## config.mk

```make
export PLATFORM = sky130hd
export DESIGN_NAME = uart_rx
export DESIGN_NICKNAME = d
export VERILOG_FILES = /design/src/rtl/uart_rx_pkg.sv /design/src/rtl/uart_sync_2ff.sv /design/src/rtl/uart_rx.sv
export SDC_FILE = /design/constraint.sdc
export NUM_CORES = 1
export LEC_CHECK = 0
export ABC_AREA = 1
export CAP_MARGIN = 20
export CORE_UTILIZATION = 55
export CTS_BUF_LIST = sky130_fd_sc_hd__clkbuf_2
export CTS_CLUSTER_DIAMETER = 40
export CTS_CLUSTER_SIZE = 25
export DETAILED_ROUTE_END_ITERATION = 6
export PLACE_DENSITY_LB_ADDON = 0.1
export SLEW_MARGIN = 20
export SYNTH_ARGS = -nofsm -noshare
export SYNTH_HDL_FRONTEND = slang
export SYNTH_SLANG_ARGS = --single-unit
```

## constraint.sdc

```tcl
create_clock -name i_clk -period 1.4 [get_ports i_clk]
set_input_delay 0.35 -clock i_clk [delete_from_list [all_inputs] [get_ports i_clk]]
set_output_delay 0.35 -clock i_clk [all_outputs]
set_load 0.03 [all_outputs]
```

## src/rtl/uart_rx_pkg.sv

```systemverilog
// rtl/uart_rx_pkg.sv - shared UART receiver FSM states and default frame geometry
package uart_rx_pkg;

  typedef enum logic [2:0] {
    IDLE   = 3'd0,
    START  = 3'd1,
    DATA   = 3'd2,
    PARITY = 3'd3,
    STOP   = 3'd4
  } rx_state_t;

  localparam int UART_OVERSAMPLE = 16;
  localparam int UART_DATA_BITS  = 8;

endpackage

```

## src/rtl/uart_sync_2ff.sv

```systemverilog
// rtl/uart_sync_2ff.sv - two-flop synchronizer for an asynchronous single-bit input
module uart_sync_2ff #(
  parameter bit RESET_VAL = 1'b1
) (
  input  logic i_clk,
  input  logic i_reset,
  input  logic i_d,
  output logic o_q
);

  logic meta;

  always_ff @(posedge i_clk) begin
    if (i_reset) begin
      meta <= RESET_VAL;
      o_q  <= RESET_VAL;
    end else begin
      meta <= i_d;
      o_q  <= meta;
    end
  end

endmodule

```

## src/rtl/uart_rx.sv

```systemverilog
// rtl/uart_rx.sv - oversampling 8N1 UART receiver; UART_RX_PARITY_EN adds a parity bit
module uart_rx
  import uart_rx_pkg::*;
#(
  parameter int DATA_BITS  = UART_DATA_BITS,
  parameter int OVERSAMPLE = UART_OVERSAMPLE,
  parameter int PARITY_ODD = 0
) (
  input  logic                 i_clk,
  input  logic                 i_reset,
  input  logic                 i_tick,
  input  logic                 i_rx,
  output logic [DATA_BITS-1:0] o_data,
  output logic                 o_valid,
  output logic                 o_frame_err,
  output logic                 o_parity_err
);

  localparam int TCW = $clog2(OVERSAMPLE);
  localparam int BCW = (DATA_BITS > 1) ? $clog2(DATA_BITS) : 1;
  localparam logic [TCW-1:0] TICK_HALF = TCW'(OVERSAMPLE / 2 - 1);
  localparam logic [TCW-1:0] TICK_LAST = TCW'(OVERSAMPLE - 1);
  localparam logic [BCW-1:0] BIT_LAST  = BCW'(DATA_BITS - 1);

  rx_state_t            state, state_next;
  logic                 rx_s;
  logic                 tick_prev;
  logic                 tick;
  logic [TCW-1:0]       tick_cnt;
  logic [BCW-1:0]       bit_cnt;
  logic [DATA_BITS-1:0] shift;
  logic                 at_half, at_last, stop_sample, par_bad;
  logic                 valid_d, frame_err_d, parity_err_d;

  uart_sync_2ff #(.RESET_VAL(1'b1)) u_sync (
    .i_clk   (i_clk),
    .i_reset (i_reset),
    .i_d     (i_rx),
    .o_q     (rx_s)
  );

  // A tick held high for several clocks must count once.
  assign tick        = i_tick & ~tick_prev;
  assign at_half     = tick && (tick_cnt == TICK_HALF);
  assign at_last     = tick && (tick_cnt == TICK_LAST);
  assign stop_sample = (state == STOP) && at_last;

`ifdef UART_RX_PARITY_EN
  logic parity_bit;
  assign par_bad = parity_bit ^ (^shift) ^ PARITY_ODD[0];
`else
  assign par_bad = 1'b0;
`endif

  always_ff @(posedge i_clk) begin
    if (i_reset) state <= IDLE;
    else         state <= state_next;
  end

  always_comb begin
    state_next = state;
    case (state)
      IDLE:   if (!rx_s) state_next = START;
      START:  if (at_half) state_next = rx_s ? IDLE : DATA;
      DATA: begin
        if (at_last && bit_cnt == BIT_LAST) begin
`ifdef UART_RX_PARITY_EN
          state_next = PARITY;
`else
          state_next = STOP;
`endif
        end
      end
      PARITY: if (at_last) state_next = STOP;
      STOP:   if (at_last) state_next = IDLE;
      default: state_next = IDLE;
    endcase
  end

  // Frame error wins over parity error so only one strobe fires per frame.
  always_comb begin
    valid_d      = 1'b0;
    frame_err_d  = 1'b0;
    parity_err_d = 1'b0;
    if (stop_sample) begin
      frame_err_d  = ~rx_s;
      parity_err_d = rx_s & par_bad;
      valid_d      = rx_s & ~par_bad;
    end
  end

  always_ff @(posedge i_clk) begin
    if (i_reset) begin
      tick_prev    <= 1'b0;
      tick_cnt     <= '0;
      bit_cnt      <= '0;
      shift        <= '0;
      o_data       <= '0;
      o_valid      <= 1'b0;
      o_frame_err  <= 1'b0;
      o_parity_err <= 1'b0;
`ifdef UART_RX_PARITY_EN
      parity_bit   <= 1'b0;
`endif
    end else begin
      tick_prev    <= i_tick;
      o_valid      <= valid_d;
      o_frame_err  <= frame_err_d;
      o_parity_err <= parity_err_d;
      case (state)
        IDLE: tick_cnt <= '0;
        START: begin
          bit_cnt <= '0;
          if (tick) tick_cnt <= at_half ? '0 : tick_cnt + 1'b1;
        end
        default: begin
          if (tick) tick_cnt <= at_last ? '0 : tick_cnt + 1'b1;
          if (state == DATA && at_last) begin
            shift   <= {rx_s, shift[DATA_BITS-1:1]};
            bit_cnt <= bit_cnt + 1'b1;
          end
`ifdef UART_RX_PARITY_EN
          if (state == PARITY && at_last) parity_bit <= rx_s;
`endif
        end
      endcase
      if (stop_sample) o_data <= shift;
    end
  end

endmodule
```

==> metrics.md <==
| Metric | Value |
|---|---|
| Outcome | finished with violations |
| Failing checks | negative setup slack |
| Setup violators final | 1 |
| Register share of total power | 42.4% |
| Yosys top cell area share | 46.27% |
| I/O Pins | 15 |
| Synth top area cells | dfxtp_1 (46%), nor2_1 (12%), nand2_1 (5.9%), o21ai_0 (5.2%), inv_1 (3.9%) |
| Design area | 1764 µm² |
| Vias in the first global route | 1114 |
| Slew Viols, Final | 0 |
| P&R area growth vs syn | 31.53% |
| Worst setup SP type | flip-flop |
| Final setup margin | -6.605 ps |
| Clock skew | 1.491 ps |
| Starting Density | 59.49% |
| Die Wd | 51.39 µm |
| DR pass1 iterations | 4 |
| FP Rows | 17 |
| Critical Path End Type | flip-flop |
| Placed cell count | 221 |
| Worst-path maximum fanout | 6 |
| Syn_nets | 180 |
| Worst-path clk slew | 150 ps |
| Full die area | 2640 µm² |
| Peak Freq | 0.7109 GHz |
| Simple-Gate Fraction of Synth Area | 30.60% |
| Req. time, crit path | 1680 ps |
| Vias | 1196 |
| Post-DP HPWL | 1852 µm |
| Leakage power | 0.8202 nW |
| Routed WL per cell | 12.64 µm |
| Core ar. | 2255 µm² |
| Clk sinks | 31 |
| Final Non-Filler Cells | 232 |
| Antenna violations before repair | 0 |
| Fillers | 164 |
| MaxCap Viol Count | 0 |
| Mapped Avg Cell Area | 7.753 µm² |
| Adder-Cell Fraction of Synth Area | 2.799% |
| Detailed Route WL | 2933 µm |
| Internal power | 1.397 mW |
| Setup CP Type | flip-flop to flip-flop |
| Clk buf depth | 2 |
| Tot GR Track Use | 24.83% |
| Switching Fraction | 40.96% |
| CTS tree | yes |
| RSZ-0062 raised after global routing | true |
| Dpl cell area | 1577 µm² |
| First-pass GRT wire length | 4754 µm |
| Distinct cell type count of the synthesized netlist | 26 |
| Root Driver | clkbuf_2 |
| Combinational share of power | 39.1% |
| PortBufs | 13 |
| Share of cells above drive strength 1 | 41.18% |
| Synth Area in XOR/XNOR | 0.6530% |
| Critical path arrival | 1690 ps |
| Power, Total | 2.366 mW |
| TNS Setup | -6.605 ps |
| Syn. warnings | 0 |
| H-tree depth | 2 |
| CTS buffer count | 5 |
| Largest family of logic cells by synthesized area | simple AND/OR/NAND/NOR gates |
| Synth Register Bits | 31 |
| Final antenna-violating net count | 0 |
| Multiplexer share of the synthesized area | 0% |
| PD cells | 1341 nW/µm² |
| Crit path time final | 1407 ps |
| Antenna diodes | 0 |
| Chip height | 51.39 µm |
| Drt drc | 0 |
| VDD IR max | 0.9718 mV |
| Hold Fails Final Rpt | 0 |
| Sequential-to-total area share from yosys stat | 46.27% |
| Skew-Pair Late Insertion Delay | 360 ps |
| Period utilization | 100.5% |
| Min-Delay Path Class | flip-flop to flip-flop |
| Initial detailed-routing violation count | 23 |
| Post-Synthesis Cells | 173 |
| Cell area after synthesis | 1341 µm² |
| Clk pwr share | 18.5% |
| Total global routing overflow | 0 |
| Vias per cell | 5.155 |
| Sw Pwr | 0.9692 mW |
| Synth Area in Compound Gates | 11.85% |
| Largest net degree at the start of global routing | 22 |
| Gpl congestion | 0.8290 |
| Cts hold-fix bufs | 0 |
| Yosys top cell by area | dfxtp_1 |
| Number of nets in the layout | 210 |
-- Yosys cell counts (all sizes together) --
cell type	n
nor2	46
dfxtp	31
nand2	27
o21ai	19
inv	17
a21oi	9
nand3	8
buf	5
ha	3
nor3	3
or2	2
a211oi	1
conb	1
xor2	1
-- sequential cells by signal (all words and copies together), names as in the netlist --
signal and cells:
u_sync.meta 1, bit_cnt 3, tick_cnt 4, o_data 8, shift 8, tick_prev 1
u_sync.o_q 1, state 3, o_frame_err 1, o_valid 1
-- stage by stage --
stage / worst slack (ps) / hold slack (ps) / util [%]
floorplan: 90.90 / 389.5 / -
global placement: -290.1 / 399.6 / 69.92
detailed placement: -357.2 / 408.5 / 69.92
CTS: -1.559 / 440.5 / 73.36
global route: -81.91 / 448.5 / 78.25
finish: -6.605 / 437.1 / 78.25
-- layer usage --
metal  routed length, µm  GRT usage, %
met1                1323         29.17
met2                1455         40.91
met3                 108         9.821
met4                  45         8.108
met5                   0             0
-- worst paths after layout --
path	startpoint	cells after the start	to	slack [ps]
max	bit_cnt[0]	10	state[0]	-7
min	u_sync.o_q	1	o_frame_err	440
max reg2reg	bit_cnt[0]	10	state[0]	-7
min reg2reg	u_sync.o_q	1	o_frame_err	440
-- power by group through the flow --
stage | sequential (mW) | clock [mW] | combinational (mW)
floorplan | 1.00 | 0 | 0.581
global placement | 1.01 | 0 | 0.696
detailed placement | 1.01 | 0 | 0.730
CTS | 1.00 | 0.448 | 0.741
global route | 1.01 | 0.490 | 1.03
finish | 1.00 | 0.438 | 0.926
-- layout make-up --
class	count	area [µm²]	share of cell area, %
sequential	31	624.3	35.39
clock inverter	1	5.005	0.2837
inverter	17	68.82	3.901
multi-input combinational	120	755.7	42.84
clock buffer	7	35.03	1.986
timing repair buffer	28	240.2	13.62
tap	28	35.03	1.986
-- cells by family (layout without fill, tap and decap cells) --
family,Yosys count,count (layout)
AND/OR/NAND/NOR,86,86
flip-flops,31,31
AO/OA/AOI/OAI,29,29
buffers and inverters,22,53
adder cells (fa/ha/maj),3,3
other,1,1
XOR/XNOR,1,1
-- repair_timing --
action,in CTS,in global routing
gates resized for setup,39,60
endpoints found under the setup margin,24,28
setup buffers,1,2
pin swaps,2,23
-- worst max-delay path, cell delays in order (launching register included) --
cell and delay [ps]:
dfxtp_2 360, ha_1 200, ha_1 170, inv_1 50, nand3_1 130, nand2_4 110, nand2_4 90, nand2_2 80
nand2_1 50, nand2_1 60, nor2_1 30
-- placed cells by master (no fill, tap or decap), drive strengths merged, types with 2 or more instances in the layout --
master,Yosys,final
ha,3,3
dfxtp,31,31
nand2,27,27
or2,2,2
a21oi,9,9
clkdlybuf4s50,0,3
clkdlybuf4s15,0,2
o21ai,19,19
nand3,8,8
clkbuf,0,7
nor2,46,46
inv,17,17
buf,5,23
nor3,3,3
Power figures use the tool's default switching activity.
